===== src/rtl/ysyx_23060042_fetch.sv =====
// Instruction fetch stage: owns the PC and keeps one instruction-memory read in flight.
// It hands each word, with its PC and fault flag, to decode; a redirect squashes any in-flight fetch.
module ysyx_23060042_fetch #(
  parameter logic [31:0] RESET_PC = 32'h8000_0000
) (
  input  logic        clk,
  input  logic        rst,
  output logic        req_valid,
  input  logic        req_ready,
  output logic [31:0] req_addr,
  input  logic        rsp_valid,
  input  logic [31:0] rsp_data,
  input  logic        rsp_err,
  output logic        inst_valid,
  input  logic        inst_ready,
  output logic [31:0] inst,
  output logic [31:0] inst_pc,
  output logic        inst_fault,
  input  logic        redirect_valid,
  input  logic [31:0] redirect_pc
);

  typedef enum logic [1:0] {IDLE, REQ, WAIT, HOLD} state_t;

  state_t      state;
  logic [31:0] pc;
  logic        drop;
  logic [31:0] target;

  function automatic logic [31:0] align_pc(input logic [31:0] addr);
    return {addr[31:2], 2'b00};
  endfunction

  assign target     = align_pc(redirect_pc);
  assign req_valid  = (state == REQ);
  assign req_addr   = pc;
  assign inst_valid = (state == HOLD);

  always_ff @(posedge clk or posedge rst) begin
    if (rst) begin
      state      <= IDLE;
      pc         <= RESET_PC;
      drop       <= 1'b0;
      inst       <= 32'd0;
      inst_pc    <= 32'd0;
      inst_fault <= 1'b0;
    end else begin
      case (state)
        IDLE: begin
          state <= REQ;
          if (redirect_valid) pc <= target;
        end
        REQ: begin
          // The address may still change before acceptance; a redirect in the
          // accepting cycle means the response belongs to the old path.
          if (redirect_valid) pc <= target;
          if (req_ready) begin
            state <= WAIT;
            drop  <= redirect_valid;
          end
        end
        WAIT: begin
          if (rsp_valid) begin
            drop <= 1'b0;
            if (!drop && !redirect_valid) begin
              inst       <= rsp_data;
              inst_pc    <= pc;
              inst_fault <= rsp_err;
              pc         <= pc + 32'd4;
              state      <= HOLD;
            end else begin
              if (redirect_valid) pc <= target;
              state <= REQ;
            end
          end else if (redirect_valid) begin
            drop <= 1'b1;
            pc   <= target;
          end
        end
        HOLD: begin
          // Redirect wins over a same-cycle decode acceptance.
          if (redirect_valid) begin
            pc    <= target;
            state <= REQ;
          end else if (inst_ready) begin
            state <= REQ;
          end
        end
        default: state <= IDLE;
      endcase
    end
  end

endmodule


===== config.mk =====
export PLATFORM = sky130hd
export DESIGN_NAME = ysyx_23060042_fetch
export DESIGN_NICKNAME = d
export VERILOG_FILES = /design/src/rtl/ysyx_23060042_fetch.sv
export SDC_FILE = /design/constraint.sdc
export NUM_CORES = 1
export LEC_CHECK = 0
export CAP_MARGIN = 10
export CELL_PAD_IN_SITES_DETAIL_PLACEMENT = 1
export CELL_PAD_IN_SITES_GLOBAL_PLACEMENT = 2
export CORE_UTILIZATION = 27
export DETAILED_ROUTE_END_ITERATION = 12
export PLACE_DENSITY_LB_ADDON = 0.12
export SYNTH_ARGS = -nofsm -noshare
export SYNTH_HDL_FRONTEND = slang
export SYNTH_SLANG_ARGS = --single-unit

===== constraint.sdc =====
create_clock -name clk -period 3.9 [get_ports clk]
set_input_delay 0.39 -clock clk [delete_from_list [all_inputs] [get_ports clk]]
set_output_delay 0.39 -clock clk [all_outputs]
set_load 0.02 [all_outputs]

## After elaboration in Yosys (flattened, before gate mapping)

Cells that the tools add are included.

- Bits of input ports: 71
- Output and inout port bits: 99
- Word-level logic and storage cells: 37
- Register bits: 100

- Equal/unequal tests: 7
- Reductions and logical operators: 9
- Multiplexer cells: 14
- Add/sub/neg operators: 1

Operators by type and width:

| operator | count |
|---|---|
| 32-bit 2-to-1 mux | 3 |
| 32-bit case mux with 2 select lines | 1 |
| 32-bit by 3-bit adder with 32-bit output (second input constant) | 1 |
| 2-bit 2-to-1 mux | 5 |
| 3-bit AND reduction | 3 |
| 2-bit case mux with 4 select lines | 1 |
| 2-bit == test (second input constant) | 2 |
| 1-bit 2-to-1 mux | 3 |
| 3-bit by 1-bit != test with 1-bit output (second input constant) | 1 |
| 3-bit != test (second input constant) | 1 |
| 3-bit OR reduction | 1 |
| 2-bit by 1-bit == test with 1-bit output (second input constant) | 1 |
| 1-bit zero test | 2 |
| 2-bit zero test | 1 |
| 2-bit by 1-bit != test with 1-bit output (second input constant) | 1 |
| 2-bit != test (second input constant) | 1 |
| 1-bit case mux with 2 select lines | 1 |
| 2-bit nonzero test | 1 |
| 1-bit logical AND | 1 |

## Logic depth before layout (Yosys ltp)

- Word-level depth: 5
- Mapped depth: 7
- Mapped depth without buffers: 6

## Worst setup path after synthesis

Ideal clock, no wire load.

- Path kind: register to register
- Start point: reg state[0]
- End point: reg pc[23], in the netlist req_addr[23]
- Setup time: 82 ps
- Setup slack: 1,758 ps
- Stages on the path, launching flop included: 8
- Path buffers: 1
- Period minus slack after synthesis: 2,142 ps
- Arrival time: 2,060 ps
- Data required time: 3,818 ps
- Cells stage by stage: dfrtp_1 > inv_1 > ha_1 > nand4b_4 > or4_4 > buf_6 > or4_1 > a31oi_1

- Longest elaborated chain between the ends: 3
- Elaborated cells between the ends (all ways): 6
- Classes of those cells: eq/ne: 3; mux: 1; reduce/logical: 2

RTL lines:

| item | RTL line | source |
|---|---|---|
| start: declaration | 25 | `state_t state;` |
| start signal: assignment | 41 | `state <= IDLE;` |
| start signal: assignment | 50 | `state <= REQ;` |
| start signal: assignment | 58 | `state <= WAIT;` |
| 2-bit by 1-bit == test with 1-bit output (tied with other cells) | 48 | `case (state)` |
| 3-bit OR reduction (no line) | n/a |  |
| 32-bit case mux with 2 select lines (*) | 48 |  |
| end signal: assignment | 51 | `if (redirect_valid) pc <= target;` |
| end signal: assignment | 56 | `if (redirect_valid) pc <= target;` |
| end signal: assignment | 69 | `pc <= pc + 32'd4;` |
| end: declaration | 26 | `logic [31:0] pc;` |

Mark *: on every way between the ends. The rest lies on a longest branch, timed or not.
A chain may end at the register's enable or synchronous reset.

## Worst setup path in the final report

- Start point: reg state[0]
- End point: reg pc[17], in the netlist req_addr[17]

The elaborated chain is that of the path after synthesis.

==> impl_metrics.json <==
{
  "status": "completed",
  "setup_viol": 0,
  "cp_max_fo": 14,
  "cp_num_buf_inv": 1,
  "tightest_slew_ns": 0.869,
  "dp_slack_ns": 1.26,
  "root_buffer": "clkbuf_16",
  "layout_commonest_cell": "clkdlybuf4s50_1",
  "maxClockFrequency_mhz": 419,
  "period_needed_ns": 2.39,
  "irDropWorstVdd_uv": 226,
  "final_cells": 752,
  "grt_overflow": 0,
  "clock_skew_ns": 0.00893,
  "synth_top_area_cell": "dfrtp_1",
  "cpLargestDelayFamily": "simple AND/OR/NAND/NOR gates",
  "worst_setup_path_end_kind": "flop",
  "synth_flop_cell": "dfrtp_1",
  "cp_data_required_time_ns": 4.16,
  "final.setup.worst_slack_ns": 1.51,
  "cts_resized": 0,
  "synth_cells": 367,
  "rr_worst_depth": 6,
  "path_cells": "inv_1 > ha_1 > nand4b_4 > or4_4 > or4_1 > a31oi_1",
  "ys_types": 37,
  "h-tree-depth": 3,
  "reg2reg_to": "req_addr[17]",
  "place_congestion": 0.688,
  "wl_per_cell_um": 17.1,
  "cp.depth": 6,
  "first_pass_iters": 4,
  "ant_nets": 0,
  "num_rows": 46,
  "area_growth_pct": 50.5,
  "synth-edff-count": 0,
  "antenna_found_initial": 0,
  "critPathCapture": "req_addr[17]",
  "tritoncts": "built",
  "first_iter_violations": 117,
  "wl_um": 12800,
  "synth-seq-area-share": 0.559,
  "ios": 170,
  "vias_per_cell": 4.76,
  "port_buffers": 167,
  "p_leak_nw": 2.76,
  "core-area_um2": 16100,
  "slowest_stage": "or4_4",
  "final_cell_mix": "clkdlybuf4s50_1 (167), dfrtp_1 (99), mux2_2 (66)",
  "cts_buffers": 9,
  "num_vias": 3583,
  "clkSlewWorstSetupHoldPaths_ns": 0.07,
  "p_per_area_nw_per_um2": 664,
  "drv_cap": 0,
  "start_util": 0.279,
  "cts.sinks": 100,
  "synth_warnings": 0,
  "synth_fp_nets": 444,
  "crit_start": "state[0]",
  "report.final.hold_viol_count": 0,
  "die_h_um": 131,
  "syn_area_per_cell_um2": 12.2,
  "dp_cells": 736,
  "cts_hold_buffers": 0,
  "ys_async_sr_fraction": 1.00,
  "clkLatencyLatePin_ns": 0.35,
  "fin_nets": 608,
  "synth_seq_cells": 100,
  "min_period_over_period": 0.612,
  "synth_top_area_share": 0.553,
  "setup-tns-final_ns": 0,
  "die_area_um2": 17100,
  "drive_above_1_share": 0.179,
  "rrSetupSlack_ns": 1.51,
  "synth_area_leaders": "dfrtp_1 (55%), mux2_2 (17%), or4_1 (3.2%)",
  "cpPeakStageDelay_ns": 0.64,
  "min_path_type": "flop to flop",
  "reg2reg_from": "state[0]",
  "critPathArrivalTime_ns": 2.65,
  "synth_area_um2": 4480,
  "diodes": 0,
  "post-cts-setup-buffers": 0,
  "grt_pass1_wl_um": 20500,
  "die_x_um": 131,
  "drc": 0,
  "max_slew_margin": 0.421,
  "grt_max_degree": 66,
  "rsz0062_at_grt": "no",
  "min-delay-start": "inst[23]",
  "critPathKind": "flop to flop",
  "slew_viol_final": 0,
  "dpl.hpwl_um": 9210,
  "setup.worst_path.start_class": "flop",
  "first_global_vias": 3764,
  "clockBufferDepth": 2,
  "grtUsageTotal": 0.157
}
[state kept, by name (all words and copies together) (netlist names)]
signal      flops
inst           32
inst_pc        32
req_addr       32
state           2
drop            1
inst_fault      1
[per-stage QoR]
stage / util / hold slack [ns] / power (mW) / area [um^2]
finish: 0.420 / 0.505 / 4.48 / 6740
global route: 0.420 / 0.520 / 4.73 / 6740
CTS: 0.420 / 0.511 / 4.55 / 6740
detailed placement: 0.398 / 0.495 / 3.47 / 6390
global placement: 0.398 / 0.488 / 3.42 / 6390
floorplan: - / 0.500 / 2.52 / 4480
[per-layer routing]
layer  up-vias  wire length [um]  track usage  share of wire
met5         -                 0            0              0
met2        92              6350        0.260           0.49
met1      1817              5680        0.202           0.44
met3        12               621       0.0297          0.048
met4         0               175       0.0609          0.014
li1       1662                 -            -              -
[synthesized netlist by cell type (all sizes together) (3+ instances only)]
cell type  instances
mux2              66
a21oi              3
nor4               3
or3                4
xor2               5
nor3               3
a31oi             13
o31a               4
nand2b             3
nor2              16
buf               10
o21ai             13
and3               3
o31ai             11
nand2             24
ha                 6
or4               21
dfrtp             99
nand4              5
nand3             12
mux2i              3
xnor2              5
clkbuf             9
inv               11
o211ai             4
[power breakdown]
group	total [mW]	internal, mW	switching [mW]
registers	1.61	1.39	0.219
logic	1.81	0.969	0.839
clock network	1.06	0.645	0.413
total	4.48	3.01	1.47
[layout make-up]
type	count	area [um^2]
clock buffers	10	239
multi-input cells	237	1850
repair buffers	172	1720
clock inverters	6	111
inverters	11	43.8
flip-flops and latches	100	2500
fillers	1717	9320
well taps	216	270
[worst min-delay path by stage]
stage | to | depth (start not counted)
finish | inst[23] | 1
global route | inst[19] | 1
CTS | inst[1] | 1
detailed placement | inst_pc[22] | 1
global placement | inst[12] | 1
floorplan | drop | 1
[cell families after synthesis]
family	share of synthesized area
XOR/XNOR	0.0195
AO/OA/AOI/OAI	0.0726
buffers and inverters	0.0293
flip-flops	0.559
AND/OR/NAND/NOR	0.130
multiplexers	0.173
adder cells (fa/ha/maj)	0.0168
(Power assumes the default switching activity.)
